$ cat config.mk
export PLATFORM = sky130hd
export DESIGN_NAME = qpu_op_engine
export DESIGN_NICKNAME = d
export VERILOG_FILES = /design/src/rtl/qpu_op_engine.sv
export SDC_FILE = /design/constraint.sdc
export NUM_CORES = 1
export LEC_CHECK = 0
export ABC_AREA = 1
export CAP_MARGIN = 20
export CORE_AREA = 5 5 157 144
export CTS_CLUSTER_SIZE = 25
export DETAILED_ROUTE_END_ITERATION = 10
export DIE_AREA = 0 0 162 149
export GPL_TIMING_DRIVEN = 0
export PLACE_DENSITY_LB_ADDON = 0.05
export SYNTH_ARGS = -nofsm -noshare
export SYNTH_HDL_FRONTEND = slang
export SYNTH_SLANG_ARGS = --single-unit
$ cat constraint.sdc
create_clock -name clk -period 2.75 [get_ports clk]
set_input_delay 0.55 -clock clk [delete_from_list [all_inputs] [get_ports clk]]
set_output_delay 0.55 -clock clk [all_outputs]
set_load 0.005 [all_outputs]
$ cat src/rtl/qpu_op_engine.sv
// Basis-state operation engine: validates an op in LOAD, runs it for 1..15 EXEC cycles,
// reports through DONE/ERR and then waits for the host to drop qop_start.
module qpu_op_engine (
  input  logic         clk,
  input  logic         rst,
  input  logic         qop_start,
  input  logic [3:0]   qop_code,
  input  logic [127:0] qop_param_flat,
  input  logic [3:0]   qubit_count,
  input  logic [15:0]  quantum_state,
  output logic         qop_done,
  output logic         qop_error,
  output logic [127:0] qop_result_flat,
  output logic [15:0]  quantum_result,
  output logic         quantum_valid
);
  localparam logic [3:0] OP_NOP  = 4'd0;
  localparam logic [3:0] OP_X    = 4'd1;
  localparam logic [3:0] OP_CNOT = 4'd2;
  localparam logic [3:0] OP_SWAP = 4'd3;
  localparam logic [3:0] OP_MEAS = 4'd4;
  localparam logic [3:0] OP_ROTL = 4'd5;

  typedef enum logic [2:0] {IDLE, LOAD, EXEC, DONE, ERR, WAIT_LOW} state_t;
  state_t state, state_nxt;

  logic [3:0]  code_q, qc_q;
  logic [7:0]  p0_q, p1_q, cnt_q;
  logic [15:0] s_q;
  logic [4:0]  pop_q;

  // Only the first two parameter bytes carry meaning for the current op set.
  logic [7:0]  p0_in, p1_in;
  logic [15:0] mask_in;
  logic        chk_fail;
  logic        unused_params;
  assign p0_in         = qop_param_flat[7:0];
  assign p1_in         = qop_param_flat[15:8];
  assign unused_params = ^qop_param_flat[127:16];
  assign mask_in       = (16'h1 << qubit_count) - 16'h1;

  always_comb begin
    chk_fail = 1'b0;
    if (qubit_count == 4'd0 || qop_code > OP_ROTL)
      chk_fail = 1'b1;
    else if (qop_code == OP_CNOT)
      chk_fail = (p0_in[3:0] >= qubit_count) || (p1_in[3:0] >= qubit_count) ||
                 (p0_in[3:0] == p1_in[3:0]);
    else if (qop_code == OP_SWAP)
      chk_fail = (p0_in[3:0] >= qubit_count) || (p1_in[3:0] >= qubit_count);
  end

  // One EXEC step of the latched op; exec_last marks the final cycle.
  logic [3:0]  idx_a, idx_b;
  logic [15:0] mask_q, s_nxt;
  logic [4:0]  pop_nxt;
  logic        exec_last;
  assign idx_a  = p0_q[3:0];
  assign idx_b  = p1_q[3:0];
  assign mask_q = (16'h1 << qc_q) - 16'h1;

  always_comb begin
    s_nxt     = s_q;
    pop_nxt   = pop_q;
    exec_last = 1'b1;
    case (code_q)
      OP_X:    s_nxt = s_q ^ ({p1_q, p0_q} & mask_q);
      OP_CNOT: if (s_q[idx_a]) s_nxt[idx_b] = ~s_q[idx_b];
      OP_SWAP: begin
        s_nxt[idx_a] = s_q[idx_b];
        s_nxt[idx_b] = s_q[idx_a];
      end
      OP_MEAS: begin
        pop_nxt   = pop_q + {4'd0, s_q[cnt_q[3:0]]};
        exec_last = (cnt_q + 8'd1 == {4'd0, qc_q});
      end
      OP_ROTL: begin
        // Zero amount still spends one cycle but leaves the state alone.
        if (idx_a != 4'd0)
          s_nxt = ((s_q << 1) | (s_q >> (qc_q - 4'd1))) & mask_q;
        exec_last = (cnt_q + 8'd1 >= {4'd0, idx_a});
      end
      default: ;
    endcase
  end

  always_ff @(posedge clk or posedge rst) begin
    if (rst) state <= IDLE;
    else     state <= state_nxt;
  end

  always_comb begin
    state_nxt = state;
    case (state)
      IDLE:     if (qop_start) state_nxt = LOAD;
      LOAD:     state_nxt = chk_fail ? ERR : EXEC;
      EXEC:     if (exec_last) state_nxt = DONE;
      DONE:     state_nxt = WAIT_LOW;
      ERR:      state_nxt = WAIT_LOW;
      WAIT_LOW: if (!qop_start) state_nxt = IDLE;
      default:  state_nxt = IDLE;
    endcase
  end

  always_ff @(posedge clk or posedge rst) begin
    if (rst) begin
      code_q          <= '0;
      qc_q            <= '0;
      p0_q            <= '0;
      p1_q            <= '0;
      cnt_q           <= '0;
      s_q             <= '0;
      pop_q           <= '0;
      qop_done        <= 1'b0;
      qop_error       <= 1'b0;
      quantum_valid   <= 1'b0;
      qop_result_flat <= '0;
      quantum_result  <= '0;
    end else begin
      case (state)
        LOAD: begin
          code_q <= qop_code;
          qc_q   <= qubit_count;
          p0_q   <= p0_in;
          p1_q   <= p1_in;
          s_q    <= quantum_state & mask_in;
          cnt_q  <= '0;
          pop_q  <= '0;
        end
        EXEC: begin
          s_q   <= s_nxt;
          pop_q <= pop_nxt;
          cnt_q <= cnt_q + 8'd1;
        end
        DONE: begin
          qop_done        <= 1'b1;
          qop_error       <= 1'b0;
          quantum_valid   <= 1'b1;
          qop_result_flat <= {88'd0, 3'd0, pop_q, 4'd0, code_q, cnt_q, s_q};
          quantum_result  <= s_q;
        end
        ERR: begin
          qop_done        <= 1'b1;
          qop_error       <= 1'b1;
          quantum_valid   <= 1'b0;
          qop_result_flat <= {96'd0, 4'd0, code_q, 24'd0};
          quantum_result  <= '0;
        end
        WAIT_LOW: begin
          qop_error <= 1'b0;
          if (!qop_start) begin
            qop_done      <= 1'b0;
            quantum_valid <= 1'b0;
          end
        end
        default: ;
      endcase
    end
  end
endmodule
==> reports/results.ini <==
[routing]
via_per_instance_ratio=5.14
dr.pass1.iters=6
routed_wl_um=32500
antenna_violating_nets_post_route=0
route.detailed.drc=0
drt-initial-drc-count=889
routed-via-count=9273
routedWlPerCell_um=18.0

[worst_setup_path]
cp_slowest_cell=dfrtp_1
criticalPathCategory=flip-flop to flip-flop
crit_fanout=9
critPathTopFamily=simple AND/OR/NAND/NOR gates
r2r-start=qc_q[0]
path_depth=15
worstPathRequired_ps=3030
critical-path-top-cell-by-count=nand3_1
critPathLaunchType=flip-flop
reg2reg_to=s_q[13]
crit_start=qc_q[0]
r2r_cells=15
critPathMaxStageDelay_ps=390
critPathCapture=s_q[13]
end_kind=flip-flop
critical_path_buf_inv_count=3
reg2reg_setup_slack_ps=100
worst-endpoint-arrival_ps=2920
crit_chain=buf_6, clkinvlp_4, buf_4, ha_2, nand3_4, nand2_2, nor2_4, nand2_4, nor2_8, nand3_1, nand2_2, nand3_1, nand3_1, nand3_1, a21oi_2

[cells_and_area]
nets=1715
diodes=0
drive_above_1_share=0.164
area_growth_pct=24.2
fill_cells=2148
fin_util=0.527

[sta]
slew_violations=0
min_period_over_period=0.962
setup-violations-final=0
max_freq_mhz=378
timing.final.crit_period_ps=2650
maxSlewHeadroom=0.412
timing_hold_violations_final=0
timing.setup.tns_ps=0
worst_slew_pin_slew_ps=882
skew_ps=10.7

[pwr]
power.net_switching_mw=7.28
power_mw=13.0
ir_worst_vdd_mv=0.498
swShare=0.558
p_seq_frac=0.190
powerDensity_nw_per_um2=1200
share_comb_of_total_power=0.710
p_int_mw=5.76
clockPowerShare=0.100
leakagePower_nw=5.33

[synth]
synth_area_per_cell_um2=6.57
synth.area.top_cells=dfrtp_1, nand2_1, buf_4
netlist_top_cells_count=nand2_1, o21ai_0, inv_1, nor2_1, buf_4
netlist-cell-type-count=53
synth-async-reset-ratio=1.00
yosysTopAreaCellShare=0.263
netlist.top_cell.by_area=dfrtp_1
synth_sequential_area_ratio=0.263
ys_warn_count=0
yosys_register_bits=92
most_instantiated_library_cell_after_synthesis=nand2_1
mappedNetlistArea_um2=8760
ys_dominant_reg_cell=dfrtp_1
synth_edf_count=0
synthesis.instances=1333

[clock_network]
path_clk_slew_ps=70
number_of_clock_sinks_seen_by_cts=92
hold_buffers=0
cts_max_path_buffers=2
cts_inserted_buffers=9
h_tree_lvl_count=3
tritoncts=done
clk-insertion-delay-late_ps=350
cts_root_buf=clkbuf_16

[placed_design]
gp_congestion=0.980
place.port_buffers=92
detailed_place_hpwl_um=25800

[global_routing]
first_pass_grt_wire_length_um=49200
grt_pass1_vias=8421
grt_antenna_before_repair=0
global_route_usage_over_all_layers=0.264
globalRoute.totalOverflow=0
grt_start_max_net_pins=36

[die]
core.rowCount=50
initial_utilization=0.424
fp.coreArea_um2=20600
die_width_um=162
design.die.area_um2=24100
top_level_ports=302
die_h_um=149

[hold_path]
hold_class=flip-flop to flip-flop

[job]
drv.max_cap_violation_count=0

[status]
outcome=finished clean

power by group through the flow:
stage          registers [mW]  logic, mW  clock network [mW]
2_1_floorplan            2.16       6.02                   0
3_3_place_gp             2.40       8.79                   0
3_5_place_dp             2.41       8.80                   0
4_1_cts                  2.41       8.89                1.33
5_1_grt                  2.52       10.1                1.39
6_report                 2.48       9.26                1.31
through the flow:
stage	worst slack [ps]	area [um2]	instances	hold slack [ps]
global route	-3.01	10900	1803	509
detailed placement	-375	10400	1781	468
global placement	-338	10400	1779	464
CTS	4.44	10700	1798	484
finish	105	10900	1803	482
floorplan	512	9110	1427	464
layout make-up:
class,instances,area (um2),share of cell area
clock inverters,7,85.1,0.00783
plain buffers,159,1170,0.107
well taps,260,325,0.0299
flip-flops and latches,92,2310,0.212
inverters,137,546,0.0502
repair buffers,102,1020,0.0941
clock buffers,9,225,0.0207
multi-input cells,1037,5190,0.477
sequential cells by signal, summed over array words and instances (netlist names), 3 cells and up:
register / cells
cnt_q: 8
pop_q: 5
s_q: 16
qc_q: 4
p1_q: 8
state: 3
code_q: 4
p0_q: 8
qop_result_flat: 18
quantum_result: 15
cell usage in the layout, fill, tap and decap left out, types with 8 or more instances in the layout:
master           Yosys  routed
nand2_1            362     360
o21ai_0            141     140
buf_4              113     121
inv_1              125     120
nor2_1             117     116
conb_1               1      95
clkdlybuf4s50_1      0      91
nand3_1             90      88
dfrtp_1             92      86
a21oi_1             67      66
ha_1                22      18
clkbuf_1            23      15
o21ai_1             13      14
buf_6               12      13
nand2_2             11      13
nand4_1             12      12
o211ai_1            12      12
nand3_2             10      11
xor2_1              12      11
inv_2                9       9
buf_2                9       9
clkbuf_16            0       9
o22ai_1              8       8
cell families (layout without fill, tap and decap cells):
family / Yosys count / after routing / synth area share
other: 1 / 95 / 0.000428
AND/OR/NAND/NOR: 632 / 632 / 0.321
buffers and inverters: 298 / 414 / 0.193
XOR/XNOR: 19 / 19 / 0.0242
flip-flops: 92 / 92 / 0.263
adder cells (fa/ha/maj): 22 / 22 / 0.0314
AO/OA/AOI/OAI: 269 / 269 / 0.167
layer usage:
layer | routed length (um) | track usage | vias up | part of all wire
met3 | 3230 | 0.0533 | 68 | 0.099
met4 | 1200 | 0.0989 | 0 | 0.037
met2 | 13700 | 0.389 | 454 | 0.42
met5 | 0 | 0 | - | 0
met1 | 14300 | 0.382 | 4222 | 0.44
li1 | - | - | 4529 | -
worst reg2reg max path, stage by stage (launching register included):
cell	delay [ps]
dfrtp_1	390
buf_6	160
clkinvlp_4	150
buf_4	190
ha_2	230
nand3_4	120
nand2_2	90
nor2_4	100
nand2_4	90
nor2_8	170
nand3_1	100
nand2_2	120
nand3_1	140
nand3_1	170
nand3_1	180
a21oi_2	160
what timing repair did:
action                     4_1_cts  5_1_grt
setup endpoints to repair       12       16
pin swaps                        0        2
resized for setup                9       32
buffers inserted                 2        6
hold endpoints to repair         0        0
how the worst min path moves through the flow:
stage                     cells past startpoint  slack, ps                   to           startpoint
after floorplan                               2        460              p1_q[7]              p1_q[7]
after global placement                        2        460             qop_done             qop_done
after detailed placement                      2        470             qop_done             qop_done
after CTS                                     2        480             qop_done             qop_done
after global routing                          2        510  qop_result_flat[16]  qop_result_flat[16]
final                                         2        480             qop_done             qop_done
Note: power is estimated with default switching activity, not from simulation.
